`config.mk`:
```
export PLATFORM = sky130hd
export DESIGN_NAME = pipe_hazard_ctrl
export DESIGN_NICKNAME = d
export VERILOG_FILES = /design/src/rtl/pipe_hazard_ctrl.sv
export SDC_FILE = /design/constraint.sdc
export NUM_CORES = 1
export LEC_CHECK = 0
export BUFFER_PORTS_ARGS = -buffer_cell sky130_fd_sc_hd__buf_2
export CAP_MARGIN = 15
export CORE_MARGIN = 8
export CORE_UTILIZATION = 35
export DETAILED_ROUTE_END_ITERATION = 16
export PLACE_DENSITY = 0.78
export SLEW_MARGIN = 20
export SYNTH_ARGS = -nofsm -noshare
export SYNTH_HDL_FRONTEND = slang
export SYNTH_SLANG_ARGS = --single-unit
export TNS_END_PERCENT = 50
```
`constraint.sdc`:
```
create_clock -name clk -period 2.2 [get_ports clk]
set_clock_uncertainty 0.05 [all_clocks]
set_input_delay 0.66 -clock clk [delete_from_list [all_inputs] [get_ports clk]]
set_output_delay 0.66 -clock clk [all_outputs]
set_load 0.02 [all_outputs]
```
`src/rtl/pipe_hazard_ctrl.sv`:
```
// pipe_hazard_ctrl: prioritised pipeline stall/flush/redirect control with memory-wait watchdog.
// Optional perf counters enabled by defining PIPE_HAZARD_CTRL_PERF_EN.
module pipe_hazard_ctrl #(
  parameter int          MEM_TIMEOUT = 255,
  parameter logic [31:0] TRAP_VEC    = 32'h0000_0010
) (
  input  logic        clk,
  input  logic        rst,
  input  logic        load_use_stall_i,
  input  logic        branch_flush_i,
  input  logic [31:0] branch_target_i,
  input  logic        div_start_i,
  input  logic        div_done_i,
  input  logic        mem_req_i,
  input  logic        mem_ready_i,
  output logic [4:0]  stall_o,
  output logic [4:0]  flush_o,
  output logic        pc_redirect_o,
  output logic [31:0] pc_redirect_addr_o,
  output logic        mem_err_o,
  output logic [31:0] stall_cycles_o,
  output logic [31:0] flush_events_o
);
  typedef enum logic [1:0] {RUN, DIV_WAIT, MEM_WAIT} state_t;
  state_t state, state_n;
  logic div_pend, div_pend_n;
  logic [7:0] wait_cnt, wait_cnt_n;
  logic abort, mem_stall, run_start, div_stall;
  always_comb begin
    abort = state == MEM_WAIT && wait_cnt == 8'(MEM_TIMEOUT) && !mem_ready_i;
    mem_stall = mem_req_i && !mem_ready_i;
    run_start = state == RUN && div_start_i;
    div_stall = run_start || (div_pend && !div_done_i);
    // a divide issued while memory stalls is re-issued later by the held EXE stage
    div_pend_n = abort ? 1'b0 : (run_start && !mem_stall) ? 1'b1 : div_pend && !div_done_i;
    state_n = abort ? RUN : mem_stall ? MEM_WAIT : div_pend_n ? DIV_WAIT : RUN;
    wait_cnt_n = (!abort && mem_stall && state == MEM_WAIT) ? wait_cnt + 8'd1 : 8'd0;
    {stall_o, flush_o, pc_redirect_o, pc_redirect_addr_o, mem_err_o} =
      rst              ? {5'b00000, 5'b11111, 1'b0, 32'd0, 1'b0} :
      abort            ? {5'b00000, 5'b11110, 1'b1, TRAP_VEC, 1'b1} :
      mem_stall        ? {5'b01111, 5'b10000, 1'b0, 32'd0, 1'b0} :
      div_stall        ? {5'b00111, 5'b01000, 1'b0, 32'd0, 1'b0} :
      branch_flush_i   ? {5'b00000, 5'b00110, 1'b1, branch_target_i, 1'b0} :
      load_use_stall_i ? {5'b00011, 5'b00100, 1'b0, 32'd0, 1'b0} :
                         44'd0;
  end
  always_ff @(posedge clk) begin
    if (rst) begin
      state <= RUN;
      div_pend <= 1'b0;
      wait_cnt <= 8'd0;
    end else begin
      state <= state_n;
      div_pend <= div_pend_n;
      wait_cnt <= wait_cnt_n;
    end
  end
`ifdef PIPE_HAZARD_CTRL_PERF_EN
  always_ff @(posedge clk) begin
    if (rst) begin
      stall_cycles_o <= 32'd0;
      flush_events_o <= 32'd0;
    end else begin
      if (|stall_o && !(&stall_cycles_o)) stall_cycles_o <= stall_cycles_o + 32'd1;
      if (pc_redirect_o && !(&flush_events_o)) flush_events_o <= flush_events_o + 32'd1;
    end
  end
`else
  assign stall_cycles_o = 32'd0;
  assign flush_events_o = 32'd0;
`endif
endmodule

```
-- Yosys cells after proc, flatten, opt, wreduce, memory -nomap -nowiden
Index checks and enable logic that the tools add are counted.
- bits in registers: 11
- bits in latches: 0
- RAM bits: 0
- memory bits (read-only): 0
- input port bits: 40
- output and inout port bits: 108
- logic and storage cells: 35
- memories: 0
- add/sub/neg operators: 1
- multipliers: 0
- div/mod/pow operators: 0
- magnitude comparators: 0
- equal/unequal tests: 2
- shift-type cells: 0
- multiplexer cells: 10
- bitwise gates (word level): 1
- reductions and logical operators: 17
- operators with widths (operator ; count):
    $mux W43 ; 3
    $mux W41 ; 2
    $mux W42 ; 1
    $add A8 B1 Y8 const B ; 1
    $eq A8 B8 Y1 const B ; 1
    $logic_and A1 B1 Y1 ; 8
    $logic_not A1 Y1 ; 4
    $reduce_or A2 Y1 ; 2
    $mux W1 ; 3
    $reduce_or A3 Y1 ; 1
    $eq A2 B2 Y1 const B ; 1
    $logic_not A2 Y1 ; 1
    $mux W2 ; 1
    $logic_or A1 B1 Y1 ; 1
    $not A1 Y1 ; 1

-- Longest topological paths before layout
- depth after elaboration: 8
- gate-level depth with buffers: 7

-- Worst setup path after synthesis
Ideal clock, no wire load.
- path type: in2out
- start point: in mem_ready_i
- end point: out stall_o[1]
- arrival: 1.955 ns
- data required time: 1.490 ns
- setup slack: -0.465 ns
- cell stages on the path: 6
- buffers on the path: 3
- path through: and4bb_1 > a41o_1 > buf_6 > buf_6 > a21oi_1 > buf_4
- cells in the longest elaborated chain, start to end: 5
- elaborated cells between the ends (all ways): 6
- classes of those cells: mux (3); reduce/logical (3)
- RTL lines (what ; line ; source):
    start: declaration ; 15 ; input logic mem_ready_i,
    $logic_not A1 Y1 (*) ; 30, 31 ;
    $logic_and A1 B1 Y1 ; 31 ; mem_stall = mem_req_i && !mem_ready_i;
    $mux W43 ; 41 ; mem_stall ? {5'b01111, 5'b10000, 1'b0, 32'd0, 1'b0} :
    $mux W43 (*) ; 40 ; abort ? {5'b00000, 5'b11110, 1'b1, TRAP_VEC, 1'b1} :
    $mux W43 (*) ; 39 ; rst ? {5'b00000, 5'b11111, 1'b0, 32'd0, 1'b0} :
    end: declaration ; 16 ; output logic [4:0] stall_o,
Every way passes the cells marked *; elsewhere a longest branch is shown, timed or not.

-- Final worst setup path
- start point: in mem_ready_i
- end point: out flush_o[2]
- cells in the longest elaborated chain, start to end: 5
- elaborated cells between the ends (all ways): 6
- classes of those cells: mux (3); reduce/logical (3)
- RTL lines (what ; line ; source):
    $logic_not A1 Y1 (*) ; 30, 31 ;
    $logic_and A1 B1 Y1 ; 31 ;
    $mux W43 ; 41 ;
    $mux W43 (*) ; 40 ;
    $mux W43 (*) ; 39 ;
    end: declaration ; 17 ; output logic [4:0] flush_o,
Marked as above.

==> key figures <==
Run status
  • Outcome: finished with violations
  • Violated checks: negative setup slack

Power and ir drop
  • Total Power: 0.0007972 W
  • Leakage: 1.198 nW
  • Power Dens Cells: 360.4 mW/mm^2
  • Maximum VDD drop: 0.2156 mV

GRT
  • First-pass GRT wire length: 7.003 mm
  • Antenna violations before repair: 0
  • Largest net degree at the start of global routing: 18
  • Gr ovfl total: 0
  • Vias in the first global route: 1578
  • GRT Overall Usage: 11.42%

Clock network
  • Worst-skew pair later-pin latency: 240 ps
  • Clk slew on worst S/H paths: 50 ps
  • CTS tree: built
  • Largest buffer count on any clock path: 2
  • Root buffer cell: clkbuf_8
  • Post-CTS Hold Buffers: 0
  • CTS Buf Count: 3
  • CTS sink cnt: 11
  • CTS H-tree depth: 1

Cells and area
  • Area grow syn2layout: 34.14%
  • Most common cell after layout, fill and taps aside: conb_1
  • Most frequent cells in the layout: 65 x conb_1, 44 x buf_2, 40 x buf_4
  • Nets: 343
  • Register area: 221.5 um^2
  • Fraction of layout cells with a size suffix above 1: 49.17%
  • Multi-input gate area in the final layout: 0.001008 mm^2
  • Inserted Diodes: 0
  • # fillers: 459

Route
  • Routed wire per std cell: 12.70 um
  • Initial drt markers: 40
  • Final WL: 4.508 mm
  • Drt pass-1 iters: 4
  • Routed Antenna Nets: 0
  • Via count: 1457
  • Drt drc: 0
  • Routed vias/inst: 4.104

Synth
  • Area leader, netlist: buf_4
  • Mean Syn Cell Area: 7.890 um^2
  • Register area share after synthesis: 13.35%
  • Syn. warnings: 0
  • Synth top area cells: buf_4 31%, nor3_2 20%, dfxtp_1 13%, inv_1 7.5%, buf_6 6.8%
  • Synth Instances: 209
  • Top-area cell type share of the netlist area: 30.50%
  • Flops & latches, synth: 11
  • Post-synth cell types: 33
  • Mapped cell area: 0.001649 mm^2

Worst setup path
  • CP cell instances: buf_6 -> and4bb_1 -> a41o_4 -> buf_6 -> buf_6 -> a21o_1 -> buf_6
  • Crit-path max FO: 4
  • CP dominant cell by count: buf_6
  • Worst path max stage delay: 280 ps
  • Critical Path AT: 1730 ps
  • CP bufs+invs: 4
  • Critical path data required time: 1490 ps
  • CP top delay family: buffers and inverters
  • Critical path endpoint category: output port
  • CP Class: in2out
  • Master of the slowest instance on the critical path: and4bb_1
  • CP Launch Type: input pin

Floorplan
  • Core Area: 0.004629 mm^2
  • Initial core utilization: 35.62%
  • Die footprint: 0.007164 mm^2
  • I/O Pins: 148
  • Die height: 84.64 um
  • Number of cell rows: 25
  • Die width: 84.64 um

Timing
  • Final TNS setup: -8336 ps
  • Final worst setup slack: -240.4 ps
  • Final-report hold violation count: 0
  • RSZ-0062 raised after global routing: yes
  • FMAX: 0.4098 GHz
  • # setup viols final: 42
  • Fin crit period: 2440 ps
  • Max Slew Vio Count: 0
  • Fin crit share: 110.9%

Placed design
  • Port Buffers: 82
  • Routability cong.: 0.8040
  • Dpl hpwl: 3.689 mm

Run
  • MaxCap Viol Count: 0

Hold path
  • HP Class: reg2reg
==> metal layers <==
layer  share of wire, %  up-vias  global-route usage, %
met3                8.3        2                  3.707
met5                  0        -                      0
li1                   -      721                      -
met4               0.31        0                  1.942
met1                 38      653                  11.56
met2                 54       81                  22.19
==> cell usage after synthesis <==
master / n
or3_1: 2
o21ai_0: 4
and2_1: 1
conb_1: 1
xor2_1: 2
dfxtp_1: 11
and4bb_1: 1
nor3b_1: 1
a21oi_1: 4
nand2b_4: 1
nand2b_1: 2
nand3_1: 6
a21o_1: 1
or3_2: 1
buf_6: 10
nor2b_1: 1
or3b_2: 1
nand4_4: 1
and3_1: 2
or3b_1: 1
ha_1: 1
nand4b_1: 1
a41o_1: 1
a211oi_1: 3
nor3_2: 33
xnor2_1: 1
nand4_1: 2
nor3_1: 3
inv_1: 33
buf_4: 67
nand2_1: 3
nor2_1: 6
or2_2: 1
==> kinds of logic after synthesis <==
family	synth area share [%]
simple gates	34.37
xor+xnor	1.594
other cells	0.2274
buf+inv	44.84
fa+ha+maj	0.7586
flops	13.35
compound gates	4.856
==> through the flow <==
stage | util (%) | std cells | worst slack, ps | hold WS, ps | cell area (um^2)
floorplan | - | 273 | -139.1 | 386.4 | 1941
global placement | 42.11 | 349 | -237.3 | 446.5 | 1949
detailed placement | 42.11 | 349 | -293.6 | 458.5 | 1949
CTS | 46.68 | 355 | -288.9 | 470.6 | 2161
global route | 47.78 | 355 | -283.0 | 470.2 | 2212
finish | 47.78 | 355 | -240.4 | 446.9 | 2212
==> where the power goes <==
group          internal (W)  switching [W]
Sequential         0.000203     0.00000303
Combinational      0.000134       0.000259
Clock              0.000127      0.0000708
Total              0.000464       0.000333
==> area by class of cell <==
cell class / count / share of cell area [%]
clock buffer: 4 / 2.036
multi-input combinational: 152 / 45.59
sequential: 11 / 10.01
tap: 54 / 3.054
timing repair buffer: 101 / 33.71
inverter: 33 / 5.600
==> path summary, 6_finish.rpt <==
check / startpoint / to / slack [ps] / cells past startpoint
max reg2reg: wait_cnt[0] / wait_cnt[7] / 580 / 6
min: wait_cnt[0] / wait_cnt[0] / 450 / 2
min reg2reg: wait_cnt[0] / wait_cnt[0] / 450 / 2
max: mem_ready_i / flush_o[2] / -240 / 7
==> registers in the layout, indices dropped and copies added, names as in the netlist <==
signal / cells
div_pend: 1
state: 2
wait_cnt: 8
==> worst reg2reg max path: cells and delay by family (launching register included) <==
kind / cells / cell delay (ps)
AND/OR/NAND/NOR: 1 / 160
flip-flops: 1 / 320
buffers and inverters: 2 / 340
adder cells (fa/ha/maj): 1 / 180
AO/OA/AOI/OAI: 2 / 500
==> what timing repair did <==
item                       CTS  global route
setup endpoints to repair   42            42
pin swaps                    7             9
resized for setup           44            15
buffers inserted             1             0
cloned                       1             0
Note: power is estimated with default switching activity, not from simulation.
